==> config.mk <==
export PLATFORM = sky130hd
export DESIGN_NAME = bram32_lsu
export DESIGN_NICKNAME = d
export VERILOG_FILES = /design/src/rtl/bram32_lsu_pkg.sv /design/src/rtl/bram32_load_align.sv /design/src/rtl/bram32_lsu.sv
export SDC_FILE = /design/constraint.sdc
export NUM_CORES = 1
export LEC_CHECK = 0
export ABC_AREA = 1
export BUFFER_PORTS_ARGS = -buffer_cell sky130_fd_sc_hd__buf_4
export CORE_AREA = 2 2 99 82
export DETAILED_ROUTE_END_ITERATION = 10
export DIE_AREA = 0 0 101 84
export GPL_ROUTABILITY_DRIVEN = 0
export GPL_TIMING_DRIVEN = 0
export PLACE_DENSITY = 0.75
export SLEW_MARGIN = 25
export SYNTH_ARGS = -nofsm -noshare
export SYNTH_HDL_FRONTEND = slang
export SYNTH_SLANG_ARGS = --single-unit
==> constraint.sdc <==
create_clock -name i_clk -period 2.57 [get_ports i_clk]
set_input_delay 0.1285 -clock i_clk [delete_from_list [all_inputs] [get_ports i_clk]]
set_output_delay 0.1285 -clock i_clk [all_outputs]
set_load 0.03 [all_outputs]
==> src/rtl/bram32_lsu_pkg.sv <==
// ============================================================================
//  Module      : bram32_lsu_pkg
//  Description : Shared types and constants for the BRAM32 load/store unit.
//  Revision    : 1.0 - initial release
// ============================================================================
`default_nettype none

package bram32_lsu_pkg;

    typedef enum logic [1:0] {
        SZ_BYTE    = 2'd0,
        SZ_HALF    = 2'd1,
        SZ_WORD    = 2'd2,
        SZ_ILLEGAL = 2'd3
    } size_e;

    localparam logic [2:0] SUB_WORD  = 3'd1;
    localparam logic [2:0] SUB_HALF0 = 3'd2;
    localparam logic [2:0] SUB_BYTE0 = 3'd4;

    typedef enum logic [1:0] {
        ST_IDLE    = 2'd0,
        ST_CAPTURE = 2'd1,
        ST_RESP    = 2'd2
    } state_e;

endpackage

`default_nettype wire

==> src/rtl/bram32_load_align.sv <==
// ============================================================================
//  Module      : bram32_load_align
//  Description : Selects the addressed lane of a BRAM word and zero/sign
//                extends it to a 32-bit load result.
//  Revision    : 1.0 - initial release
// ============================================================================
`default_nettype none

module bram32_load_align
    import bram32_lsu_pkg::*;
(
    input  logic [31:0] i_rdata,
    input  logic [1:0]  i_offset,
    input  size_e       i_size,
    input  logic        i_unsigned,
    output logic [31:0] o_result
);

    logic [7:0]  w_byte;
    logic [15:0] w_half;

    always_comb begin
        w_byte   = i_rdata[{i_offset, 3'b000} +: 8];
        w_half   = i_offset[1] ? i_rdata[31:16] : i_rdata[15:0];
        case (i_size)
            SZ_BYTE: o_result = {{24{~i_unsigned & w_byte[7]}}, w_byte};
            SZ_HALF: o_result = {{16{~i_unsigned & w_half[15]}}, w_half};
            default: o_result = i_rdata;
        endcase
    end

endmodule

`default_nettype wire

==> src/rtl/bram32_lsu.sv <==
// ============================================================================
//  Module      : bram32_lsu
//  Description : Single-outstanding load/store initiator for a 32-bit
//                byte-lane BRAM port. Define BRAM32_LSU_FAST_RSP_EN for a
//                1-cycle response with combinational load alignment.
//  Revision    : 1.0 - initial release
// ============================================================================
`default_nettype none

module bram32_lsu
    import bram32_lsu_pkg::*;
#(
    parameter  int DEPTH      = 512,
    localparam int ADDR_WIDTH = $clog2(DEPTH)
) (
    input  logic                  i_clk,
    input  logic                  i_rst,
    input  logic                  i_req_valid,
    output logic                  o_req_ready,
    input  logic [ADDR_WIDTH+1:0] i_req_addr,
    input  logic                  i_req_we,
    input  logic [1:0]            i_req_size,
    input  logic                  i_req_unsigned,
    input  logic [31:0]           i_req_wdata,
    output logic                  o_rsp_valid,
    input  logic                  i_rsp_ready,
    output logic [31:0]           o_rsp_rdata,
    output logic                  o_rsp_err,
    output logic [ADDR_WIDTH-1:0] o_mem_addr,
    output logic [31:0]           o_mem_wdata,
    output logic                  o_mem_we,
    output logic [2:0]            o_mem_wr_subaddr,
    input  logic [31:0]           i_mem_rdata
);

    state_e                r_state;
    logic [ADDR_WIDTH-1:0] r_addr;
    logic [1:0]            r_off;
    size_e                 r_size;
    logic                  r_uns;
    logic                  r_we;
    logic                  r_err;
    logic                  r_rsp_valid;
    logic                  r_rsp_err;

    size_e                 w_size;
    logic                  w_err;
    logic                  w_accept;
    logic [31:0]           w_load;

    assign w_size      = size_e'(i_req_size);
    assign o_req_ready = (r_state == ST_IDLE) && !i_rst;
    assign w_accept    = i_req_valid && o_req_ready;
    assign o_mem_we    = w_accept && i_req_we && !w_err;
    assign o_mem_addr  = (r_state == ST_IDLE) ? i_req_addr[ADDR_WIDTH+1:2] : r_addr;
    assign o_rsp_valid = r_rsp_valid;
    assign o_rsp_err   = r_rsp_err;

    always_comb begin
        case (w_size)
            SZ_HALF: w_err = i_req_addr[0];
            SZ_WORD: w_err = |i_req_addr[1:0];
            SZ_BYTE: w_err = 1'b0;
            default: w_err = 1'b1;
        endcase
    end

    // Lanes are replicated so the BRAM's sub-address alone picks the bytes.
    always_comb begin
        case (w_size)
            SZ_WORD: begin
                o_mem_wr_subaddr = SUB_WORD;
                o_mem_wdata      = i_req_wdata;
            end
            SZ_HALF: begin
                o_mem_wr_subaddr = SUB_HALF0 + {2'b00, i_req_addr[1]};
                o_mem_wdata      = {2{i_req_wdata[15:0]}};
            end
            default: begin
                o_mem_wr_subaddr = SUB_BYTE0 + {1'b0, i_req_addr[1:0]};
                o_mem_wdata      = {4{i_req_wdata[7:0]}};
            end
        endcase
    end

    bram32_load_align u_align (
        .i_rdata    (i_mem_rdata),
        .i_offset   (r_off),
        .i_size     (r_size),
        .i_unsigned (r_uns),
        .o_result   (w_load)
    );

`ifdef BRAM32_LSU_FAST_RSP_EN
    // BRAM address is held in RESP, so its output stays valid under backpressure.
    assign o_rsp_rdata = (r_rsp_valid && !r_we && !r_err) ? w_load : 32'd0;
`else
    logic [31:0] r_rsp_rdata;
    assign o_rsp_rdata = r_rsp_rdata;
`endif

    always_ff @(posedge i_clk) begin
        if (i_rst) begin
            r_state     <= ST_IDLE;
            r_addr      <= '0;
            r_off       <= 2'd0;
            r_size      <= SZ_BYTE;
            r_uns       <= 1'b0;
            r_we        <= 1'b0;
            r_err       <= 1'b0;
            r_rsp_valid <= 1'b0;
            r_rsp_err   <= 1'b0;
`ifndef BRAM32_LSU_FAST_RSP_EN
            r_rsp_rdata <= 32'd0;
`endif
        end else begin
            case (r_state)
                ST_IDLE: begin
                    if (w_accept) begin
                        r_addr <= i_req_addr[ADDR_WIDTH+1:2];
                        r_off  <= i_req_addr[1:0];
                        r_size <= w_size;
                        r_uns  <= i_req_unsigned;
                        r_we   <= i_req_we;
                        r_err  <= w_err;
`ifdef BRAM32_LSU_FAST_RSP_EN
                        r_state     <= ST_RESP;
                        r_rsp_valid <= 1'b1;
                        r_rsp_err   <= w_err;
`else
                        r_state     <= ST_CAPTURE;
`endif
                    end
                end
`ifndef BRAM32_LSU_FAST_RSP_EN
                ST_CAPTURE: begin
                    r_state     <= ST_RESP;
                    r_rsp_valid <= 1'b1;
                    r_rsp_err   <= r_err;
                    r_rsp_rdata <= (r_we || r_err) ? 32'd0 : w_load;
                end
`endif
                ST_RESP: begin
                    if (i_rsp_ready) begin
                        r_state     <= ST_IDLE;
                        r_rsp_valid <= 1'b0;
                        r_rsp_err   <= 1'b0;
`ifndef BRAM32_LSU_FAST_RSP_EN
                        r_rsp_rdata <= 32'd0;
`endif
                    end
                end
                default: r_state <= ST_IDLE;
            endcase
        end
    end

endmodule

`default_nettype wire

# Word level (Yosys, flattened, before mapping)
# Index checks and enable logic that the tools add are counted.
# word_totals
ff_bits	52
in_bits	83
output_inout_bits	80
word_cells	53
# op_classes
addsub	2
eq_ne	7
shift	1
muxes	15
bitwise_logic	3
n_reduce_logical	15
# op_table
op	count
$pmux 32 s2	3
$mux 32	2
$shiftx 32x6->8	1
$mux 16	1
$mux 9	1
$eq 2x1->1 const B	3
$logic_not 2->1	3
$pmux 2 s3	1
$pmux 3 s2	1
$reduce_and 2->1	3
$eq 2x2->1 const B	2
$logic_and 1x1->1	4
$mux 2	2
$ne 2x2->1 const B	2
$pmux 1 s2	2
$add 2x1->3 const A	1
$add 3x2->3 const A	1
$pmux 1 s3	1
$and 1x1->1	2
$logic_not 1->1	2
$reduce_bool 2->1	1
$reduce_or 2->1	1
$logic_or 1x1->1	1
$mux 1	1
$not 1->1	1

# Logic depth before layout (Yosys ltp)
# depth
word_depth	5
depth_mapped	11
mapped_depth_nobuf	9

# Hierarchy
# From an unflattened synthesis, not the netlist that was laid out.
# unflattened
hier_cells	514
area_unflattened_um2	3704.8
# modules_own_cells
module	n_inst	cells_each	area_per_inst_um2	seq_area_each_um2
bram32_lsu	1	360	2783.9	1041.0
bram32_load_align	1	154	920.9	0.0

# Least setup slack after synthesis
# No wires, ideal clock.
# synth_path
path_type	input to output
startpoint	in i_req_size[0]
endpoint	out o_mem_wdata[10]
arrival_time_ns	1.784
t_required_ns	2.441
path_slack_ns	0.658
path_stages	6
n_path_buf	1
path_cell_list	inv_1 -> ha_1 -> buf_2 -> inv_1 -> o21ai_0 -> o21ai_0
# synth_between
elab_chain_cells	2
elab_cells_between_ends	3
cone_classes	2 x eq/ne; 1 x mux
# synth_lines
item	line_no	rtl
from (decl)	bram32_lsu.sv:22	input logic [1:0] i_req_size,
$eq 2x1->1 or $eq 2x2->1 (tied branches)	bram32_lsu.sv:70	case (w_size)
$pmux 32 s2 *	bram32_lsu.sv:70	
to (decl)	bram32_lsu.sv:30	output logic [31:0] o_mem_wdata,
# Mark *: on every way between the ends. The rest lies on a longest branch, timed or not.

# Worst setup path in the final report
# layout_path
startpoint	reg r_state[0]
endpoint	out o_mem_we
# layout_between
elab_chain_cells	5
# layout_lines
item	line_no	rtl
from (decl)	bram32_lsu.sv:36	state_e r_state;
from (signal assigned)	bram32_lsu.sv:104	r_state <= ST_IDLE;
from (signal assigned)	bram32_lsu.sv:131	r_state <= ST_CAPTURE;
from (signal assigned)	bram32_lsu.sv:137	r_state <= ST_RESP;
$logic_not 2->1	bram32_lsu.sv:52	assign o_req_ready = (r_state == ST_IDLE) && !i_rst;
$logic_and 1x1->1	bram32_lsu.sv:52	
$logic_and 1x1->1	bram32_lsu.sv:53	assign w_accept = i_req_valid && o_req_ready;
$logic_and 1x1->1 (2 in series)	bram32_lsu.sv:54	assign o_mem_we = w_accept && i_req_we && !w_err;
to (decl)	bram32_lsu.sv:31	output logic o_mem_we,
# No other way between the ends.

==> metrics.md <==
| Metric | Value |
|---|---|
| Slew HR | 53.1% |
| Lkg Pwr | 2.24 nW |
| Largest family of logic cells by synthesized area | simple AND/OR/NAND/NOR gates |
| Mux contribution to synthesized area | 0% |
| Rows | 29 |
| Post-route clock period utilization | 83.0% |
| WP data arrival | 2000 ps |
| Adder-cell share of the synthesized area | 1.20% |
| Nets | 749 |
| First-pass GRT wire length | 17.3 mm |
| Post-synthesis sequential area ratio | 33.2% |
| Worst-margin pin slew | 699 ps |
| Routed Antenna Nets | 0 |
| Slew Limit Fails | 0 |
| Chip Width | 101 um |
| Vias in the first global route | 3555 |
| Share of post-route cells with drive strength above 1 | 33.4% |
| Hold buffer count at cts | 0 |
| Peak VDD IR | 0.236 mV |
| Avg Cell Area, Syn | 6.34 um^2 |
| Detailed-route via count | 3870 |
| # diodes | 0 |
| Area leader, netlist | dfxtp_1 |
| Overflow after GRT | 0 |
| Compound-Gate Fraction of Synth Area | 22.1% |
| Pin count of the biggest net entering global routing | 18 |
| Inserted Clock Buffers | 5 |
| Design Power | 2.30 mW |
| Clock sink count | 52 |
| Max_cap viols | 0 |
| Status | finished clean |
| Setup TNS | 0 ps |
| Router iterations before antenna repair | 5 |
| Maximum clock path buffer count | 2 |
| Drt drc | 0 |
| Dpl cell area | 4460 um^2 |
| Busiest layer in global routing | met2 |
| Cells after Synth | 495 |
| Fin. Hold Viols | 0 |
| Met3 usage | 5.95% |
| Final setup viols | 0 |
| Initial antenna violation count | 0 |
| Clock skew | 5.90 ps |
| Die footprint | 8480 um^2 |
| H-tree levels | 2 |
| Post-CTS Resized | 0 |
| Worst Setup End Kind | output pin |
| Core ar. | 7620 um^2 |
| Fmax achieved | 469 MHz |
| Most common cell after layout, fill and taps aside | buf_4 |
| Chip Height | 84 um |
| Synth Register Bits | 52 |
| RSZ-0062 raised after global routing | no |
| Fin area | 4550 um^2 |
| IO buf count | 161 |
| Routing usage on met1 | 35.5% |
| Post-Synth XOR/XNOR Area | 0% |
| Starting density of the core | 41.2% |
| Setup Crit Path Kind | register to output pin |
| Met2 GRT Util | 38.2% |
| Vias/cell | 5.11 |
| Count of cell types in the netlist | 29 |
| Mapped Area | 3140 um^2 |
| Clk root buf | clkbuf_8 |
| Setup Buffers After CTS | 0 |
| Most frequent cells in the layout | buf_4, nand2_1, o21ai_0 |
| Synth top area share | 33.2% |
| Layout overhead on the synthesized area | 45.1% |
| Syn nets | 581 |
| Clock Latency Late Sink | 320 ps |
| Min cycle time layout | 2130 ps |
| Clock transition at path regs | 110 ps |
| Dpl hpwl | 8.52 mm |
| Post-synthesis simple-gate area fraction | 31.4% |
| Critical Path Start Type | register |
| TritonCTS clock tree | built |
| Routed wire length | 10.7 mm |
| Worst Path Max Fanout | 10 |
| Iteration-0 DRC Markers | 248 |
| Total track usage | 25.3% |
| Drt wl/cell | 14.2 um |
| Main area contributors after synthesis | dfxtp_1, nand2_1, o21ai_0 |
| Total I/O pin count | 163 |
| Pwr Density | 505 nW/um^2 |
| Worst EP required | 2440 ps |
| Yosys warnings | 0 |
| Hold Crit Class | primary input to register |
==> cells by family (layout without fill, tap and decap cells) <==
family,after synthesis,count (layout)
simple gates,231,231
compound gates,127,127
buf+inv,82,251
flops,52,52
fa+ha+maj,3,3
==> layout make-up <==
type / instances / area [um^2]
Multi-Input combinational cell: 361 / 1720
Buffer: 35 / 199
Clock buffer: 5 / 68.8
Sequential cell: 52 / 1040
Inverter: 47 / 181
Timing Repair Buffer: 161 / 1210
Tap cell: 93 / 116
Fill cell: 715 / 3070
Clock inverter: 3 / 22.5
==> power breakdown <==
part	switching, mW	total, mW	internal (mW)	leakage [nW]
registers	0.0241	0.877	0.852	0.424
clock network	0.312	0.509	0.196	0.0485
logic	0.569	0.915	0.346	1.77
total	0.906	2.30	1.39	2.24
==> worst paths after layout <==
kind	slack, ps	startpoint	depth (start not counted)	endpoint
worst min register to register	460	r_addr[7]$_SDFFE_PP0P_	2	r_addr[7]$_SDFFE_PP0P_
worst max-delay path	440	r_state[0]$_SDFFE_PP0P_	6	o_mem_we
worst max register to register	1010	r_size[1]$_SDFFE_PP0P_	7	o_rsp_rdata[30]$_SDFFE_PP0P_
worst min-delay path	70	i_req_addr[8]	3	r_addr[6]$_SDFFE_PP0P_
==> per-stage QoR <==
stage               hold WS, ps  util (%)  setup slack, ps  cells
global placement            389      58.6              661    749
CTS                        71.7      59.8              480    757
floorplan                   277         -              658    495
global route               72.2      59.8              318    757
detailed placement          407      58.6              601    749
finish                     71.5      59.8              437    757
==> flip-flops by register name, summed over array words and instances (netlist names) <==
register     flops
o_rsp_err        1
o_rsp_rdata     32
o_rsp_valid      1
r_addr           9
r_err            1
r_off            2
r_size           2
r_state          2
r_uns            1
r_we             1
==> worst max-delay path, cell delays in order (launching register included) <==
cell      delay (ps)
dfxtp_1          380
nor2_4           250
and3_1           280
inv_2             60
clkbuf_1         230
nor3_1           270
buf_4            210
==> per-layer routing <==
metal	vias up	share of wire, %
met2	163	45
li1	1914	-
met4	0	2.3
met3	28	7.0
met1	1765	46
met5	-	0
==> synthesized netlist by cell type, drive strengths merged <==
cell type,n
and3,1
buf,22
nand3b,1
o211ai,8
o21ai,58
inv,46
a21oi,61
dfxtp,52
clkinv,1
nand2,174
ha,3
nor2,32
clkbuf,13
nor3,2
nand3,21
(Power assumes the default switching activity.)
